`src/rtl/synth_spi_tx.sv`:
```
// SPI mode-0 initiator that sends one 16-bit {addr, data} configuration frame per request.
// Define SPI_TX_BURST_EN to chain queued frames without raising spi_nss between them.
module synth_spi_tx #(
    parameter int CLK_DIV = 4
) (
    input  logic        clk,
    input  logic        rst,
    input  logic        req_valid,
    output logic        req_ready,
    input  logic [3:0]  req_addr,
    input  logic [11:0] req_data,
    output logic        busy,
    output logic        done,
    output logic        spi_clk,
    output logic        spi_mosi,
    output logic        spi_nss
);

    localparam logic [2:0] ST_IDLE   = 3'd0;
    localparam logic [2:0] ST_SETUP  = 3'd1;
    localparam logic [2:0] ST_SCK_HI = 3'd2;
    localparam logic [2:0] ST_SCK_LO = 3'd3;
    localparam logic [2:0] ST_HOLD   = 3'd4;
    localparam logic [2:0] ST_GAP    = 3'd5;

    localparam logic [7:0] DIV_MAX = 8'(CLK_DIV - 1);

`ifdef SPI_TX_BURST_EN
    localparam bit BURST = 1'b1;
`else
    localparam bit BURST = 1'b0;
`endif

    logic [2:0]  state_reg, state_next;
    logic [7:0]  div_reg, div_next;
    logic [3:0]  bit_reg, bit_next;
    logic [15:0] shift_reg, shift_next;
    logic        ready_reg, ready_next;
    logic        busy_reg, busy_next;
    logic        done_reg, done_next;
    logic        sclk_reg, sclk_next;
    logic        mosi_reg, mosi_next;
    logic        nss_reg, nss_next;

    logic        div_last;
    logic        accept;

    assign div_last = (div_reg == DIV_MAX);
    assign accept   = req_valid && ready_reg;

    always_comb begin
        state_next = state_reg;
        div_next   = div_reg;
        bit_next   = bit_reg;
        shift_next = shift_reg;
        busy_next  = busy_reg;
        done_next  = 1'b0;
        sclk_next  = sclk_reg;
        mosi_next  = mosi_reg;
        nss_next   = nss_reg;

        case (state_reg)
            ST_IDLE: begin
                if (accept) begin
                    state_next = ST_SETUP;
                    div_next   = 8'd0;
                    bit_next   = 4'd0;
                    shift_next = {req_addr, req_data};
                    mosi_next  = req_addr[3];
                    nss_next   = 1'b0;
                    busy_next  = 1'b1;
                end
            end
            ST_SETUP: begin
                if (div_last) begin
                    state_next = ST_SCK_HI;
                    div_next   = 8'd0;
                    sclk_next  = 1'b1;
                end else begin
                    div_next = div_reg + 8'd1;
                end
            end
            ST_SCK_HI: begin
                if (div_last) begin
                    div_next  = 8'd0;
                    sclk_next = 1'b0;
                    // bit counter wraps to 0 after the 16th bit, ready for the next frame
                    bit_next  = bit_reg + 4'd1;
                    if (bit_reg == 4'd15) begin
                        state_next = ST_HOLD;
                    end else begin
                        state_next = ST_SCK_LO;
                        // rotate keeps every bit of the register live; the frame is restored after 16 steps
                        shift_next = {shift_reg[14:0], shift_reg[15]};
                        mosi_next  = shift_reg[14];
                    end
                end else begin
                    div_next = div_reg + 8'd1;
                end
            end
            ST_SCK_LO: begin
                if (div_last) begin
                    state_next = ST_SCK_HI;
                    div_next   = 8'd0;
                    sclk_next  = 1'b1;
                end else begin
                    div_next = div_reg + 8'd1;
                end
            end
            ST_HOLD: begin
                if (div_last) begin
                    div_next  = 8'd0;
                    done_next = 1'b1;
                    if (BURST && accept) begin
                        // chained frame: nss stays low, first half-period carries the new MSB
                        state_next = ST_SCK_LO;
                        bit_next   = 4'd0;
                        shift_next = {req_addr, req_data};
                        mosi_next  = req_addr[3];
                    end else begin
                        state_next = ST_GAP;
                        nss_next   = 1'b1;
                        mosi_next  = 1'b0;
                    end
                end else begin
                    div_next = div_reg + 8'd1;
                end
            end
            ST_GAP: begin
                if (div_last) begin
                    state_next = ST_IDLE;
                    div_next   = 8'd0;
                    busy_next  = 1'b0;
                end else begin
                    div_next = div_reg + 8'd1;
                end
            end
            default: begin
                state_next = ST_IDLE;
                div_next   = 8'd0;
                bit_next   = 4'd0;
                busy_next  = 1'b0;
                sclk_next  = 1'b0;
                mosi_next  = 1'b0;
                nss_next   = 1'b1;
            end
        endcase

        // ready is registered, so it is raised one cycle ahead of the cycle it qualifies
        ready_next = (state_next == ST_IDLE) ||
                     (BURST && (state_next == ST_HOLD) && (div_next == DIV_MAX));
    end

    always_ff @(posedge clk or posedge rst) begin
        if (rst) begin
            state_reg <= ST_IDLE;
            div_reg   <= 8'd0;
            bit_reg   <= 4'd0;
            shift_reg <= 16'd0;
            ready_reg <= 1'b1;
            busy_reg  <= 1'b0;
            done_reg  <= 1'b0;
            sclk_reg  <= 1'b0;
            mosi_reg  <= 1'b0;
            nss_reg   <= 1'b1;
        end else begin
            state_reg <= state_next;
            div_reg   <= div_next;
            bit_reg   <= bit_next;
            shift_reg <= shift_next;
            ready_reg <= ready_next;
            busy_reg  <= busy_next;
            done_reg  <= done_next;
            sclk_reg  <= sclk_next;
            mosi_reg  <= mosi_next;
            nss_reg   <= nss_next;
        end
    end

    assign req_ready = ready_reg;
    assign busy      = busy_reg;
    assign done      = done_reg;
    assign spi_clk   = sclk_reg;
    assign spi_mosi  = mosi_reg;
    assign spi_nss   = nss_reg;

endmodule

```
`config.mk`:
```
export PLATFORM = sky130hd
export DESIGN_NAME = synth_spi_tx
export DESIGN_NICKNAME = d
export VERILOG_FILES = /design/src/rtl/synth_spi_tx.sv
export SDC_FILE = /design/constraint.sdc
export NUM_CORES = 1
export LEC_CHECK = 0
export ABC_AREA = 1
export CELL_PAD_IN_SITES_DETAIL_PLACEMENT = 0
export CELL_PAD_IN_SITES_GLOBAL_PLACEMENT = 1
export CORE_MARGIN = 5
export CORE_UTILIZATION = 37
export DETAILED_ROUTE_END_ITERATION = 12
export GPL_TIMING_DRIVEN = 0
export PLACE_DENSITY_LB_ADDON = 0.1
export SYNTH_ARGS = -nofsm -noshare
export SYNTH_HDL_FRONTEND = slang
export SYNTH_SLANG_ARGS = --single-unit
```
`constraint.sdc`:
```
create_clock -name clk -period 1.4 [get_ports clk]
set_input_delay 0.14 -clock clk [delete_from_list [all_inputs] [get_ports clk]]
set_output_delay 0.14 -clock clk [all_outputs]
set_load 0.01 [all_outputs]
```
After elaboration in Yosys (flattened, before gate mapping)
Cells that the tools add are included.
Storage, ports and cells
  logic and storage cells: 77
  register bits: 37
Cells by class
  add/sub/neg operators: 2
  reductions and logical operators: 17
  bitwise operators: 5
  mux-type cells: 30
  equal/unequal tests: 13
Operators with widths (count)
  $mux 16: 3
  $pmux 16 s2: 1
  $mux 3: 6
  $mux 8: 2
  $pmux 8 s2: 1
  $pmux 3 s5: 1
  $pmux 4 s3: 1
  $reduce_and 3->1: 4
  $reduce_or 4->1: 3
  $ne 2x2->1 const B: 5
  $mux 1: 9
  $pmux 1 s3: 3
  $add 8x1->8 const B: 1
  $eq 8x2->1 const B: 1
  $mux 4: 2
  $eq 3x2->1 const B: 2
  $eq 3x3->1 const B: 2
  $logic_not 3->1: 2
  $reduce_or 3->1: 2
  $not 1->1: 5
  $reduce_and 5->1: 1
  $reduce_or 5->1: 1
  $add 4x1->4 const B: 1
  $eq 4x4->1 const B: 1
  7 further kinds: 7

Depth between registers and ports, before layout
  word-level depth: 5
  mapped depth: 10

Worst setup path after synthesis
No wires, ideal clock.
  path kind: register -> register
  start point: register div_reg[0]
  end point: register shift_reg[14]
  path buffers: 1
  setup slack: 0.001 ns
  stages on the path, launching flop included: 10
  arrival time: 1.275 ns
  cells stage by stage: dfrtp_1 ha_1 nand2_1 nor2_2 nand3b_1 nand2_2 nand2_4 buf_8 nand2_2 o21ai_2
On the way
  longest elaborated chain between the ends: 3
Ends and longest elaborated chain
  from (decl): line 35  | logic [7:0] div_reg, div_next;
  from (signal assigned): line 168  | div_reg <= div_next;
  $eq 8x2->1: line 48  | assign div_last = (div_reg == DIV_MAX);
  $ne 2x2->1 (no source line)
  $reduce_and 4->1 (no source line)
  to (signal assigned): line 170  | shift_reg <= shift_next;
  to (decl): line 37  | logic [15:0] shift_reg, shift_next;
Every way passes these cells.
A chain may end at the register's enable or synchronous reset.

Final worst setup path
  start point: register div_reg[3]
  end point: register shift_reg[15]
Same word-level chain as after synthesis.

==> metrics.cfg <==
[cells_and_area]
fin_cells = 380
final_util_pct = 52.3
drive_gt1_share_pct = 39.6
largest_reg_flops = 16
syn_to_final_growth_pct = 37.0
finalNetCount = 328
antenna_cells = 0

[timing]
fin_crit_sh_pct = 104
final_hold_viol_count = 0
relSlewSlack_pct = 47.9
max_freq_mhz = 688
setup_viol = 16
post-route-min-period_ns = 1.45
rsz0062_at_grt = true
clock_skew_ns = 0.00729
final-max-slew-violation-count = 0
setup_ws_ns = -0.0534
tightest_slew_ns = 0.780
setup-tns-final_ns = -0.767

[worst_setup_path]
max_stage_delay_ns = 0.42
rrSetupSlack_ns = -0.05
r2r_start = div_reg[3]
crit_fanout = 10
worstSetupPathType = flip-flop to flip-flop
crit_start = div_reg[3]
endpoint = shift_reg[15]
r2r_cells = 9
worst_path_max_delay_cell = dfrtp_1
arrival_ns = 1.64
crit_chain = inv_2 -> nand2_1 -> nor2_4 -> nand3b_1 -> nand2_2 -> nand2_4 -> buf_12 -> nand2_4 -> nand2_2
startpoint_type = flip-flop
crit_required_ns = 1.59
crit_path_end_kind = flip-flop
r2r_end = shift_reg[15]

[synth]
synth_cell_types = 27
avgSynthCellArea_um2 = 8.14
yosysTopAreaCell = dfrtp_1
ys_seq_area_share_pct = 44.2
synth.net_count = 279
ys_ff_latch = 37
synth_ff_type = dfrtp_1
synth-edff-count = 0
synth_top_area_share_pct = 41.7
synthTopCellsByArea = dfrtp_1 (42%), nand2_1 (10%), o21ai_2 (6.7%)
yosysMostFrequentCell = nand2_1
netlist_instances = 258
async_flop_share_pct = 100
synth_area_um2 = 2100
synth_common_cells = nand2_1 (56), dfrtp_1 (35), o21ai_0 (21), nor2_1 (20), inv_1 (18)
synth_warnings = 0

[route]
vias = 1825
vias_per_cell = 4.80
wire_per_inst_um = 13.1
drc = 0
drtIter0Drc = 51
firstDrtPassIters = 4
postRouteAntennaNets = 0
wl_um = 4970

[outcome]
failed_checks = negative setup slack
outcome = finished with violations

[global_route]
use_met1_pct = 18.9
grt_max_degree = 38
grt_pass1_wl_um = 8360
grt_pass1_vias = 1820
grt_busiest_layer = met2
antenna_found_initial = 0
met3_usage_pct = 3.98
grtUsageTotal_pct = 14.2
grt-ovfl-total = 0
use_met2_pct = 22.6

[power_and_ir_drop]
p_total_w = 0.00193
power_density_nw_per_um2 = 672
leakage_nw = 1.39
vdd_drop_max_uv = 383

[clock_tree]
cts_tree = done
clk_pin_slew_ns = 0.08
cts.sinks = 37
cts_made_buffers = 5
root_buffer = clkbuf_8
htree_levels = 2
clk_path_buf_depth = 2
worstSkewPairLatency_ns = 0.29

[die]
rows = 27
io_pins = 25
core_area_um2 = 5510
die_area_um2 = 7280
start_util_pct = 38.2
fp.dieW_um = 85.4
die_h_um = 85.4

[worst_hold_path]
hp-class = input pin to asynchronous set/reset pin

[place]
dp_hpwl_um = 3270
port_buffers = 24
dp_slack_ns = -0.201
routabilityCongestion = 0.726
placedCellCount = 354

[job]
cap_violations = 0

## metrics by stage
step | hold WS [ns] | cell area, µm²
4_1_cts | 0.344 | 2710
2_1_floorplan | 0.318 | 2100
5_1_grt | 0.404 | 2880
3_5_place_dp | 0.461 | 2430
3_3_place_gp | 0.459 | 2430
6_report | 0.315 | 2880
## final cells by class
| type | instances | area [µm²] |
|---|---|---|
| inverter | 26 | 100 |
| clock inverter | 2 | 13.8 |
| timing repair buffer | 42 | 399 |
| buffer | 8 | 104 |
| sequential | 37 | 931 |
| multi-input combinational | 187 | 1160 |
| clock buffer | 6 | 82.6 |
| tap | 72 | 90.1 |
| fill | 531 | 2630 |
## power by group
| part | switching, W | internal (W) |
|---|---|---|
| logic | 0.0000275 | 0.0000435 |
| registers | 0 | 0.00107 |
| clock network | 0.000396 | 0.000399 |
## placed cells by master, fill, tap and decap left out, drive strengths merged
cell type / n
dlymetal6s2s: 2
clkdlybuf4s50: 20
buf: 24
xor2: 2
nand2: 67
ha: 2
dlygate4sd2: 2
nand3b: 2
nor2: 21
clkbuf: 8
inv: 26
o21ai: 43
nor3: 8
dfstp: 2
nand3: 15
or2: 17
clkinv: 2
a21oi: 5
dfrtp: 35
nand4: 4
o31ai: 1
## repair_timing
item                                    4_1_cts  5_1_grt
hold buffers                                  0        0
pin swaps                                     6        5
cloned                                        1        1
buffers inserted                             11        5
resized for setup                            32       29
endpoints found under the setup margin       33       31
## worst min path at each step
stage	startpoint	to	slack, ns
final	rst	shift_reg[11]	0.31
after global routing	rst	shift_reg[12]	0.40
after CTS	rst	shift_reg[11]	0.34
after detailed placement	shift_reg[3]	shift_reg[3]	0.46
after global placement	shift_reg[2]	shift_reg[2]	0.46
after floorplan	rst	bit_reg[0]	0.32
## per-layer routing
metal,vias up,wire [µm]
li1,932,-
met1,858,2410
met2,29,2300
met3,6,188
met4,0,71
met5,-,0
## worst max-delay path: cells and delay by family, from the launching register on
kind,cells,cell delay [ns]
DFF,1,0.42
and+or+nand+nor,7,0.64
buffers and inverters,2,0.29
## cells by family after synthesis
logic type	count (synthesis)	synth area share, %
xor gates and xnor gates	2	0.834
DFF	37	44.2
and+or+nand+nor	134	30.8
buffers and inverters	34	8.34
adders and majority gates	2	1.19
AOI/OAI and AO/OA	49	14.7
Note: power is estimated with default switching activity, not from simulation.
